$ cat config.mk
export PLATFORM = sky130hd
export DESIGN_NAME = sync_down_counter
export DESIGN_NICKNAME = d
export VERILOG_FILES = /design/src/rtl/sync_down_counter.sv
export SDC_FILE = /design/constraint.sdc
export NUM_CORES = 1
export LEC_CHECK = 0
export ABC_AREA = 1
export BUFFER_PORTS_ARGS = -buffer_cell sky130_fd_sc_hd__clkbuf_2
export CAP_MARGIN = 20
export CORE_AREA = 3 3 40 42
export CTS_CLUSTER_DIAMETER = 150
export DETAILED_ROUTE_END_ITERATION = 8
export DIE_AREA = 0 0 43 45
export HOLD_SLACK_MARGIN = 0.12
export SLEW_MARGIN = 20
export SYNTH_ARGS = -nofsm -noshare
export SYNTH_HDL_FRONTEND = slang
export SYNTH_SLANG_ARGS = --single-unit
export TNS_END_PERCENT = 30
$ cat constraint.sdc
create_clock -name clk -period 1.7 [get_ports clk]
set_input_delay 0.34 -clock clk [delete_from_list [all_inputs] [get_ports clk]]
set_output_delay 0.34 -clock clk [all_outputs]
set_load 0.01 [all_outputs]
$ cat src/rtl/sync_down_counter.sv
// sync_down_counter: synchronous down counter with a loadable reload value.
// It works as a programmable interval timer or an event down-counter.
// Every state change happens on the rising edge of clk. Reset is the exception.
//
// Ports:
//   clk       - system clock; all state updates on the rising edge
//   rst       - asynchronous, active-high reset
//   t         - count enable; decrement on a clk edge when high
//   load      - synchronous load strobe; writes din to count and reload
//   din       - load value
//   q         - current count (registered)
//   zero      - combinational, q == 0
//   tc        - combinational terminal count, for cascading a higher stage's t
//   underflow - registered one-cycle pulse, high after a counted underflow
//   done      - registered; high in DONE state (ONESHOT=1 only, else 0)
//
// Parameters:
//   WIDTH   - counter and reload width in bits
//   ONESHOT - 0: auto-reload on underflow; 1: park at zero in DONE until load

module sync_down_counter #(
    parameter int unsigned WIDTH   = 4,
    parameter int unsigned ONESHOT = 0
) (
    input  logic             clk,
    input  logic             rst,
    input  logic             t,
    input  logic             load,
    input  logic [WIDTH-1:0] din,
    output logic [WIDTH-1:0] q,
    output logic             zero,
    output logic             tc,
    output logic             underflow,
    output logic             done
);

    localparam logic ONESHOT_EN = (ONESHOT != 0);

    typedef enum logic {
        COUNTING = 1'b0,
        DONE_ST  = 1'b1
    } state_t;

    state_t           state;
    logic [WIDTH-1:0] count;
    logic [WIDTH-1:0] reload;
    logic             underflow_r;
    logic             done_r;

    // Counter, reload register, and COUNTING/DONE state machine.
    // The underflow pulse defaults low every cycle unless the count wraps.
    always_ff @(posedge clk or posedge rst) begin
        if (rst) begin
            count       <= '1;
            reload      <= '1;
            underflow_r <= 1'b0;
            done_r      <= 1'b0;
            state       <= COUNTING;
        end else if (load) begin
            // Load beats a concurrent count or underflow.
            count       <= din;
            reload      <= din;
            underflow_r <= 1'b0;
            done_r      <= 1'b0;
            state       <= COUNTING;
        end else begin
            underflow_r <= 1'b0;
            case (state)
                COUNTING: begin
                    if (t) begin
                        if (count != '0) begin
                            count <= count - WIDTH'(1);
                        end else begin
                            underflow_r <= 1'b1;
                            if (ONESHOT_EN) begin
                                state  <= DONE_ST;
                                done_r <= 1'b1;
                            end else begin
                                count <= reload;
                            end
                        end
                    end
                end
                DONE_ST: begin
                    // Parked: t is ignored; only load or rst can leave this state.
                    count  <= '0;
                    done_r <= 1'b1;
                end
                default: begin
                    state <= COUNTING;
                end
            endcase
        end
    end

    assign q         = count;
    assign underflow = underflow_r;
    assign done      = ONESHOT_EN ? done_r : 1'b0;
    assign zero      = (count == '0);
    // Gating with done stops a parked one-shot from driving a cascaded stage.
    assign tc        = zero && t && !done;

endmodule

# Word level (Yosys, flattened, before mapping)
# Cells that the tools add are included.
# word_totals
register_bits	9
in_bits	8
output_inout_bits	8
# op_classes
addsub	1
mux	6
reduce_logical	4
# op_table
operator	n
$mux W4	3
$logic_not A4 Y1	1
$reduce_bool A4 Y1	1
$sub A4 B1 Y4 const B	1
$mux W1	3
$reduce_bool A2 Y1	1
$logic_and A1 B1 Y1	1

# Depth between registers and ports, before layout
# depth
ltp_word	4
depth_mapped	8
ltp_nobuf	8

# Least setup slack after synthesis
# Ideal clock, no wire load.
# synth_timing
kind	register to output
from	reg count[0], in the netlist q[0]
to	out tc
t_arrival_ns	1.034
required_ns	1.360
setup_slack_ns	0.326
stages_incl_launch_ff	5
n_path_buf	0
path_cell_list	dfstp_2 -> inv_1 -> ha_1 -> nand2_2 -> nor2_1
# synth_between
elab_chain_cells	2
# synth_lines
element	line	text
start, declared	45	logic [WIDTH-1:0] count;
start signal, assigned	61	count <= din;
start signal, assigned	72	count <= count - WIDTH'(1);
start signal, assigned	79	count <= reload;
$logic_not A4 Y1	99	assign zero = (count == '0);
$logic_and A1 B1 Y1	101	assign tc = zero && t && !done;
end, declared	32	output logic tc,
# No other way between the ends.

# Worst setup path in the final report
# Ends and elaborated chain as after synthesis.

==> impl_metrics.json <==
{
  "setup_slack_ps": 64.45,
  "p_switching_mw": 0.1777,
  "clkTransAtPathRegs_ps": 50,
  "multi_input_area_um2": 219.0,
  "ir_drop_uv": 487.8,
  "post-route-period-util_pct": 96.21,
  "drc": 0,
  "area_delta_synth_final_pct": 25.74,
  "vias": 455,
  "clock_sinks": 9,
  "p_per_area_nw_per_um2": 927.9,
  "grt_pass1_vias": 440,
  "setup_viol": 0,
  "rsz0062_at_grt": "no",
  "p_seq_share_pct": 46.7,
  "core_um2": 1285,
  "busiest_layer": "met2",
  "drive_gt1_share_pct": 40.00,
  "synth.distinct_cells": 20,
  "dr.pass1.iters": 4,
  "synth_warnings": 0,
  "fmax_mhz": 611.4,
  "root_buffer": "clkbuf_4",
  "cts_buffers": 3,
  "slowest_stage": "dfstp_2",
  "wl_um": 1002,
  "cp-start-kind": "register",
  "hpwl_um": 821.3,
  "antenna_found_initial": 0,
  "ys_ff_latch": 9,
  "pre_cts_ws_ps": 230.3,
  "crit_arrival_ps": 1300,
  "status": "finished, final reports clean",
  "path_cells": "inv_1 -> ha_2 -> nand2_2 -> nor2_1 -> clkbuf_2",
  "switching_share_pct": 30.12,
  "finalClockSkew_ps": 3.289,
  "seq_area_frac_synth_pct": 46.53,
  "use_met2_pct": 22.16,
  "wl_per_cell_um": 10.02,
  "p_comb_share_pct": 26.7,
  "syn-instance-count": 66,
  "cellLeakagePower_nw": 0.3466,
  "fin_crit_ps": 1636,
  "nets": 95,
  "fin_setup_tns_ps": 0,
  "p_int_mw": 0.4121,
  "chipHeight_um": 45,
  "avgSynthCellArea_um2": 7.659,
  "fillers": 128,
  "antenna_cells": 0,
  "grtUsageMet1_pct": 11.66,
  "final_antenna_net_count": 0,
  "syn_nets": 75,
  "crit_path_max_fanout": 3,
  "routabilityCongestion": 0.7806,
  "endpoint_kind": "primary output",
  "power_mw": 0.5898,
  "cts_tree": "done",
  "grt-ovfl-total": 0,
  "hold_viol_final": 0,
  "clk_latency_ps": 250,
  "required_ps": 1360,
  "rows": 13,
  "crit_type": "reg -> out",
  "netlist_area_um2": 505.5,
  "slowest_delay_ps": 540,
  "routed_via_density": 4.550,
  "start_util_pct": 39.34,
  "ff_latch_area_um2": 235.2,
  "die_w_um": 43,
  "port_buffers": 14,
  "grtUsageTotal_pct": 11.77,
  "clk_path_buf_depth": 2,
  "clkPwrFrac_pct": 26.6,
  "dieArea_um2": 1935,
  "grt_use_met3_pct": 5.179,
  "slew_violations": 0,
  "ioPinCount": 16,
  "grt_pass1_wl_um": 1683,
  "grt_max_degree": 14,
  "cap_viol_max_count": 0,
  "hold_class": "in -> reg",
  "drt-initial-drc-count": 4,
  "cts-htree-levels": 1
}
[kinds of logic after synthesis]
family | synth area share, %
other cells | 0.7419
buf+inv | 10.64
simple gates | 30.94
compound gates | 8.663
fa+ha+maj | 2.475
flops | 46.53
[per-layer routing]
| layer | vias to the layer above | share of wire (%) |
|---|---|---|
| li1 | 239 | - |
| met1 | 204 | 42 |
| met2 | 12 | 53 |
| met3 | 0 | 5.0 |
| met4 | 0 | 0 |
| met5 | - | 0 |
[final timing paths]
| path | startpoint | to | slack (ps) | cells after the start |
|---|---|---|---|---|
| worst max-delay path | q[0] | tc | 60 | 5 |
| worst min-delay path | din[3] | reload[3] | 290 | 3 |
| max in group asynchronous | rst | reload[3] | 850 | 3 |
| worst max register to register | q[0] | q[0] | 430 | 7 |
| min in group asynchronous | rst | underflow | 560 | 3 |
| worst min register to register | reload[3] | reload[3] | 470 | 2 |
[cells in the final DEF (no fill, tap or decap)]
cell type,netlist,layout
nand2_1,17,17
clkbuf_2,0,14
inv_1,10,10
dfstp_2,8,8
nand3_1,7,7
nor2_1,5,5
o21ai_0,3,3
clkbuf_4,0,3
nand2_2,2,2
nor3_1,2,2
buf_4,1,2
nor2_2,1,1
inv_2,1,1
a21boi_0,1,1
nand3_2,1,1
a21oi_1,1,1
a21oi_2,1,1
a21o_1,1,1
ha_2,0,1
conb_1,1,1
clkbuf_1,0,1
dlygate4sd3_1,0,1
dfrtp_1,1,1
[what timing repair did]
| item | 4_1_cts | 5_1_grt |
|---|---|---|
| pin swaps | 1 | 0 |
| endpoints found under the hold margin | 1 | 0 |
| buffers inserted | 1 | 1 |
| hold buffers | 1 | 0 |
| endpoints found under the setup margin | 2 | 2 |
| gates resized for setup | 1 | 0 |
[power by group through the flow]
stage,Combinational (mW),Sequential (mW),Clock [mW]
2_1_floorplan,0.0985,0.282,0
6_report,0.158,0.275,0.157
3_5_place_dp,0.146,0.280,0
5_1_grt,0.180,0.279,0.175
3_3_place_gp,0.146,0.278,0
4_1_cts,0.154,0.277,0.166
[stage by stage]
step / util, % / instances / hold WS, ps / instance area, µm²
2_1_floorplan: - / 66 / 162.2 / 505.5
3_3_place_gp: 45.28 / 93 / 300.1 / 581.8
3_5_place_dp: 45.28 / 93 / 291.3 / 581.8
4_1_cts: 48.88 / 99 / 278.5 / 628.1
5_1_grt: 49.46 / 100 / 297.5 / 635.6
6_report: 49.46 / 100 / 285.9 / 635.6
[state kept, by name, summed over array words and instances, names as in the netlist]
register,count
q,4
reload,4
underflow,1
[Yosys cell counts, drive strengths merged]
master | n | area [µm²]
a21boi | 1 | 7.510
a21o | 1 | 7.510
a21oi | 2 | 13.76
buf | 2 | 12.51
conb | 1 | 3.750
dfrtp | 1 | 25.02
dfstp | 8 | 210.2
ha | 1 | 12.51
inv | 11 | 41.29
nand2 | 19 | 76.32
nand3 | 8 | 45.04
nor2 | 6 | 25.03
nor3 | 2 | 10.01
o21ai | 3 | 15.01
[worst max-delay path: cells and delay by family, from the launching register on]
family	cells	cell delay, ps
DFF	1	540
and+or+nand+nor	2	130
adders and majority gates	1	200
buffers and inverters	2	180
[final cells by class]
cell class	instances	share of cell area, %
flip-flops and latches	9	37.01
multi-input cells	44	34.45
repair buffers	17	14.96
inverters	11	6.496
clock buffers	4	4.134
well taps	15	2.953
Note: power is estimated with default switching activity, not from simulation.
